`src/rtl/mem_access_ctrl.sv`:
```
// Data-memory access sequencer for the MIPS MEM stage: req/ack to a multi-cycle memory, freezes the pipe while busy.
// Optional abort-on-timeout logic is built only when MEM_TIMEOUT_EN is defined.
module mem_access_ctrl #(
  parameter int unsigned TIMEOUT = 15
) (
  input  logic        clock,
  input  logic        reset,
  input  logic        MemReadM,
  input  logic        MemWriteM,
  input  logic        RegWriteM,
  input  logic [31:0] ALUOutM,
  input  logic [31:0] WriteDataM,
  input  logic        mem_ack,
  input  logic [31:0] mem_rdata,
  output logic        mem_req,
  output logic        mem_we,
  output logic [31:0] mem_addr,
  output logic [31:0] mem_wdata,
  output logic        StallPipe,
  output logic        RegWriteMOut,
  output logic [31:0] RDOut,
  output logic        mem_err
);

  typedef enum logic [1:0] {IDLE, REQ, DONE} state_t;

  state_t      state_q;
  logic        mem_req_q;
  logic        mem_we_q;
  logic [31:0] mem_addr_q;
  logic [31:0] mem_wdata_q;
  logic [31:0] rdata_q;
  logic        acc;
  logic        busy;

  if (TIMEOUT < 1 || TIMEOUT > 255) begin : g_bad_timeout
    $error("TIMEOUT must be in 1..255");
  end

  assign acc = MemReadM | MemWriteM;

`ifdef MEM_TIMEOUT_EN
  logic [7:0] cnt_q;
  logic [7:0] cnt_d;
  logic       mem_err_q;
  logic       timeout;

  assign cnt_d   = (cnt_q == 8'hFF) ? cnt_q : cnt_q + 8'd1;
  assign timeout = (cnt_q == 8'(TIMEOUT));
  assign mem_err = mem_err_q;
`else
  assign mem_err = 1'b0;
`endif

  always_ff @(posedge clock or negedge reset) begin
    if (!reset) begin
      state_q     <= IDLE;
      mem_req_q   <= 1'b0;
      mem_we_q    <= 1'b0;
      mem_addr_q  <= '0;
      mem_wdata_q <= '0;
      rdata_q     <= '0;
`ifdef MEM_TIMEOUT_EN
      cnt_q       <= '0;
      mem_err_q   <= 1'b0;
`endif
    end else begin
`ifdef MEM_TIMEOUT_EN
      mem_err_q <= 1'b0;
`endif
      case (state_q)
        IDLE: begin
          if (acc) begin
            mem_addr_q  <= ALUOutM;
            mem_wdata_q <= WriteDataM;
            mem_we_q    <= MemWriteM;
            mem_req_q   <= 1'b1;
`ifdef MEM_TIMEOUT_EN
            cnt_q       <= '0;
`endif
            state_q     <= REQ;
          end
        end
        REQ: begin
          if (mem_ack) begin
            // Stores hand zero to MEM/WB so a stray RegWrite cannot leak bus data.
            rdata_q   <= mem_we_q ? 32'd0 : mem_rdata;
            mem_req_q <= 1'b0;
            state_q   <= DONE;
          end
`ifdef MEM_TIMEOUT_EN
          else if (timeout) begin
            rdata_q   <= '0;
            mem_req_q <= 1'b0;
            mem_err_q <= 1'b1;
            state_q   <= DONE;
          end else begin
            cnt_q <= cnt_d;
          end
`endif
        end
        DONE:    state_q <= IDLE;
        default: state_q <= IDLE;
      endcase
    end
  end

  assign mem_req   = mem_req_q;
  assign mem_we    = mem_we_q;
  assign mem_addr  = mem_addr_q;
  assign mem_wdata = mem_wdata_q;

  // Reset gating makes the freeze and the write-enable drop the instant reset asserts.
  assign busy         = (state_q == REQ) || ((state_q == IDLE) && acc);
  assign StallPipe    = reset & busy;
  assign RegWriteMOut = reset & ~busy & RegWriteM;
  assign RDOut        = (state_q == DONE) ? rdata_q : 32'd0;

endmodule

```
`config.mk`:
```
export PLATFORM = sky130hd
export DESIGN_NAME = mem_access_ctrl
export DESIGN_NICKNAME = d
export VERILOG_FILES = /design/src/rtl/mem_access_ctrl.sv
export SDC_FILE = /design/constraint.sdc
export NUM_CORES = 1
export LEC_CHECK = 0
export CAP_MARGIN = 20
export CORE_ASPECT_RATIO = 1.1
export CORE_MARGIN = 1
export CORE_UTILIZATION = 40
export CTS_CLUSTER_SIZE = 10
export DETAILED_ROUTE_END_ITERATION = 6
export GPL_TIMING_DRIVEN = 0
export PLACE_DENSITY_LB_ADDON = 0.15
export SYNTH_ARGS = -nofsm -noshare
export SYNTH_HDL_FRONTEND = slang
export SYNTH_SLANG_ARGS = --single-unit
```
`constraint.sdc`:
```
create_clock -name clock -period 2.3 [get_ports clock]
set_clock_uncertainty 0.2 [all_clocks]
set_input_delay 0.46 -clock clock [delete_from_list [all_inputs] [get_ports clock]]
set_output_delay 0.46 -clock clock [all_outputs]
set_load 0.02 [all_outputs]
```
==> flow_metrics.tcl, run 1 <==
set metrics [dict create \
    status "complete, but fails checks" \
    violations "negative hold slack" \
    netlist_area_um2 4390 \
    worstSetupPathType "in2out" \
    r2r_slack_ns 0.46 \
    ys_ff_latch 100 \
    antenna_left 0 \
    synth_flop_cell "dfrtp_1" \
    slew_viol_final 0 \
    cp.required_ns 1.64 \
    hold_viol 58 \
    avgViaCountPerCell 4.58 \
    cp-end-kind "primary output" \
    pwr_density_cell_nw_per_um2 1270 \
    drc 0 \
    synth_top_area_share_pct 57.0 \
    synth_compound_area_share_pct 4.56 \
    ys_types 22 \
    core.rowCount 39 \
    yosys_warnings 0 \
    setup.worst_path.start "MemWriteM" \
    grt_pass1_vias 3362 \
    clkSinkCount 100 \
    setup_tns_ns 0 \
    path_max_fanout 3 \
    nNetsFinal 651 \
    power_leakage_nw 3.09 \
    grt_overflow_total 0 \
    synth_top_family_by_area "multiplexers" \
    synthCells 330 \
    clockBufferDepth 2 \
    numPortBuffers 201 \
    ys_top_cells_by_area "dfrtp_1, mux2_4, and2_1" \
    maxCapViolCount 0 \
    async_flop_share_pct 100 \
    place_congestion 0.781 \
    postCtsHoldBufs 3 \
    synth.most_common_cell "dfrtp_1" \
    cts_tree "yes" \
    start_util_pct 41.6 \
    syn_nets 432 \
    max_freq_mhz 438 \
    start_kind "input port" \
    vias 3199 \
    power_mw 8.83 \
    die_area_um2 11400 \
    antenna_found_initial 1 \
    muxShareOfSynthArea_pct 20.6 \
    synth_edf_count 0 \
    yosysTopAreaCell "dfrtp_1" \
    ioPinCount 203 \
    hp-class "in2async" \
    rsz0062_at_grt "true" \
    synth_common_cells "dfrtp_1, mux2_4, nand2_1" \
    coreArea_um2 10500 \
    setup_violations 0 \
    synth_xor_area_share_pct 0 \
    reg2reg_from "state_q[0]" \
    fp.dieH_um 112 \
    fill_cells 866 \
    min_period_ns 2.28 \
    cts_buffers 9 \
    htree_levels 3 \
    clkTransAtPathRegs_ns 0.06 \
    drt_pass1_iterations 4 \
    r2r-end "mem_addr[9]" \
    drt-wirelength-per-cell_um 15.4 \
    crit_arrival_ns 1.62 \
    clk_latency_ns 0.33 \
    ys_seq_area_share_pct 57.0 \
    die_w_um 102 \
    synth_adder_area_share_pct 0 \
    areaGrowthSynthToFinish_pct 59.2 \
    grt_pass1_wl_um 17200 \
    grtUsageTotal_pct 19.9 \
    avgSynthCellArea_um2 13.3 \
    r2r_cells 6 \
    holdWs_ns -0.0968 \
    cts_root_buf "clkbuf_16" \
    grt_max_degree 61 \
    drt_iter0_drc 108 \
    min_period_over_period_pct 99.2 \
    dp_hpwl_um 7900 \
    vdd_drop_max_mv 0.767 \
    synthSimpleGateAreaFrac_pct 13.3 \
    drive_gt1_share_pct 25.6 \
    wl_um 10800 \
]
power by group:
group | internal (mW) | switching (mW)
clock network | 1.04 | 0.625
registers | 2.61 | 0.442
logic | 2.32 | 1.80
total | 5.96 | 2.87
final cells by class:
class	count	area (um2)	share of cell area, %
repair buffers	208	2050	29.3
diodes	1	2.50	0.0358
clock buffers	12	267	3.82
plain buffers	21	213	3.05
well taps	143	179	2.56
flip-flops and latches	100	2500	35.8
multi-input cells	208	1700	24.3
clock inverters	4	70.1	1.00
inverters	1	3.75	0.0538
worst max-delay path by stage:
stage / to / cells past startpoint
2_1_floorplan: RDOut[0] / 3
3_3_place_gp: StallPipe / 3
4_1_cts: RDOut[20] / 4
3_5_place_dp: RegWriteMOut / 5
5_1_grt: StallPipe / 5
6_report: StallPipe / 5
logic make-up (layout without fill, tap and decap cells):
kind of cell,count (synthesis),in the layout
DFF,100,100
AOI/OAI and AO/OA,36,36
muxes,64,64
and+or+nand+nor,107,107
other,1,2
buffers and inverters,22,246
critical path: stages:
cell and delay, ns:
clkdlybuf4s50_1 0.54, nor3_2 0.07, nor2_2 0.16, and2_1 0.14, clkdlybuf4s15_2 0.25
sequential cells by signal, summed over array words and instances (netlist names):
signal	cells
mem_wdata	32
mem_addr	32
rdata_q	32
mem_we	1
mem_req	1
state_q	2
placed cells by master (no fill, tap or decap), types with 8 or more instances in the layout:
cell,n
and2_1,33
buf_12,8
buf_2,21
clkbuf_16,9
clkdlybuf4s15_2,16
clkdlybuf4s50_1,165
dfrtp_1,100
mux2_2,15
mux2_4,49
nand2_1,34
nand2b_1,33
o21ai_0,32
per-stage QoR:
| step | util, % | area, um2 | std cells | setup WS [ns] |
|---|---|---|---|---|
| finish | 66.2 | 6980 | 698 | 0.0188 |
| global route | 66.2 | 6980 | 698 | -0.0690 |
| CTS | 67.0 | 7060 | 696 | -0.0199 |
| detailed placement | 62.6 | 6600 | 675 | -0.528 |
| global placement | 62.4 | 6580 | 674 | -3.65 |
| floorplan | - | 4390 | 330 | 0.535 |
routing by layer:
| layer | vias to the layer above | track usage, % | part of all wire (%) |
|---|---|---|---|
| li1 | 1524 | - | - |
| met1 | 1551 | 23.6 | 39 |
| met2 | 111 | 33.6 | 51 |
| met3 | 13 | 5.46 | 7.5 |
| met4 | 0 | 8.67 | 2.0 |
| met5 | - | 0 | 0 |
timing repair:
action	CTS	global route
buffers inserted	2	1
pin swaps	2	0
resized for setup	111	25
hold endpoints to repair	42	58
setup endpoints to repair	34	31
Note: power is estimated with default switching activity, not from simulation.
==> run 2, diff against run 1 <==
Settings changed: ABC_AREA from default to 0, RECOVER_POWER from default to 100.
==> run 2 against run 1 <==
The run now ends clean. Power is 5.2% lower. Largest cell class unchanged. Critical path depth is the same. Critical endpoint unchanged. Combinational power decreased by 10%. Die area did not move. Via count is 0.34% higher. Non-clock buffer count unchanged. Largest power group unchanged. Hold slack improved by 0.21 ns.
==> flow_metrics.tcl, run 2 (same netlist as run 1, synthesis figures left out) <==
set metrics [dict create \
    place_congestion 0.781 \
    maxCapViolCount 0 \
    grt_overflow_total 0 \
    setup_tns_ns 0 \
    final_area_um2 6820 \
    crit_chain "clkdlybuf4s50_1, nor3_2, nor2_2, and2_1, clkdlybuf4s15_2" \
    pwr_density_cell_nw_per_um2 1230 \
    areaGrowthSynthToFinish_pct 55.5 \
    reg2reg_from "state_q[0]" \
    nNetsFinal 651 \
    holdWs_ns 0.117 \
    slew_viol_final 0 \
    maxSlewHeadroom_pct 61.5 \
    setup_violations 0 \
    grtUsageTotal_pct 19.9 \
    drt_pass1_iterations 4 \
    regArea_um2 2500 \
    die_w_um 102 \
    cp-end-kind "primary output" \
    min_period_over_period_pct 99.6 \
    start_util_pct 41.6 \
    grt_pass1_vias 3362 \
    ioPinCount 203 \
    clk_latency_ns 0.33 \
    antenna_left 0 \
    placed_cell_area_um2 6600 \
    r2r-end "mem_wdata[20]" \
    r2r_cells 6 \
    status "finished clean" \
    multi_input_comb_area_um2 1650 \
    grt_max_degree 61 \
    wl_um 10700 \
    min_period_ns 2.29 \
    core.rowCount 39 \
    hold_viol 0 \
    cts_root_buf "clkbuf_16" \
    slowest_stage "clkdlybuf4s50_1" \
    vdd_drop_max_mv 0.726 \
    path_max_fanout 3 \
    die_area_um2 11400 \
    antenna_found_initial 1 \
    clockBufferDepth 2 \
    vias 3210 \
    mostFrequentLayoutCell "dfrtp_1" \
    cts_buffers 9 \
    crit_arrival_ns 1.63 \
    rsz0062_at_grt "true" \
    clkTransAtPathRegs_ns 0.06 \
    worstSetupPathType "in2out" \
    grt_pass1_wl_um 17200 \
    fill_cells 899 \
    start_kind "input port" \
    fp.dieH_um 112 \
    drt-wirelength-per-cell_um 15.3 \
    clkSinkCount 100 \
    numPortBuffers 201 \
    worst_path_largest_cell_delay_ns 0.53 \
    htree_levels 3 \
    cp.required_ns 1.64 \
    avgViaCountPerCell 4.60 \
    power_leakage_nw 3.00 \
    drive_gt1_share_pct 21.5 \
    dp_hpwl_um 7900 \
    coreArea_um2 10500 \
    r2r_slack_ns 0.15 \
    postCtsHoldBufs 3 \
    drc 0 \
    drt_iter0_drc 80 \
    worst_pin_slew_ns 0.578 \
    hp-class "in2async" \
    cts_tree "yes" \
    layout_common_cells "dfrtp_1, clkdlybuf4s50_1, dlygate4sd3_1, mux2_4, nand2_1" \
    final_util_pct 64.7 \
    max_freq_mhz 437 \
]
run 2: critical path: cells and delay by family:
family                 cells  cell delay [ns]
and+or+nand+nor            3             0.38
buffers and inverters      2             0.78
run 2: layout make-up:
class	instances	area share (%)
clock buffer	12	3.91
timing repair buffer	208	29.4
multi-input combinational	208	24.2
tap	143	2.62
inverter	1	0.0550
clock inverter	4	1.03
buffer	21	2.02
antenna	1	0.0367
sequential	100	36.7
run 2: stage by stage:
step                      std cells  worst slack (ns)  total power, mW
after global routing            698           -0.0690             8.89
after floorplan                 330             0.535             5.36
after detailed placement        675            -0.528             7.22
after global placement          674             -3.65             7.11
final                           698           0.00979             8.37
after CTS                       696           -0.0199             8.96
run 2: worst max path at each step:
| stage | start | endpoint | slack, ns |
|---|---|---|---|
| floorplan | state_q[0] | RDOut[0] | 0.54 |
| global placement | reset | StallPipe | -3.65 |
| detailed placement | reset | RegWriteMOut | -0.53 |
| CTS | state_q[0] | RDOut[20] | -0.02 |
| global route | MemWriteM | StallPipe | -0.07 |
| finish | MemWriteM | StallPipe | 0.01 |
run 2: per-layer routing:
layer | global-route usage, % | wire, um | vias to the layer above
met5 | 0 | 0 | -
met4 | 8.67 | 214 | 0
met3 | 5.46 | 822 | 13
met2 | 33.6 | 5530 | 113
met1 | 23.6 | 4120 | 1556
li1 | - | - | 1528
run 2: what timing repair did:
action | in CTS | in global routing
hold endpoints to repair | 42 | 58
setup buffers | 2 | 1
pin swaps | 2 | 0
gates resized for setup | 111 | 25
setup endpoints to repair | 34 | 31
run 2: where the power goes:
| part | internal (mW) | switching, mW |
|---|---|---|
| logic | 1.93 | 1.77 |
| registers | 2.61 | 0.407 |
| clock network | 1.04 | 0.622 |
| total | 5.57 | 2.80 |
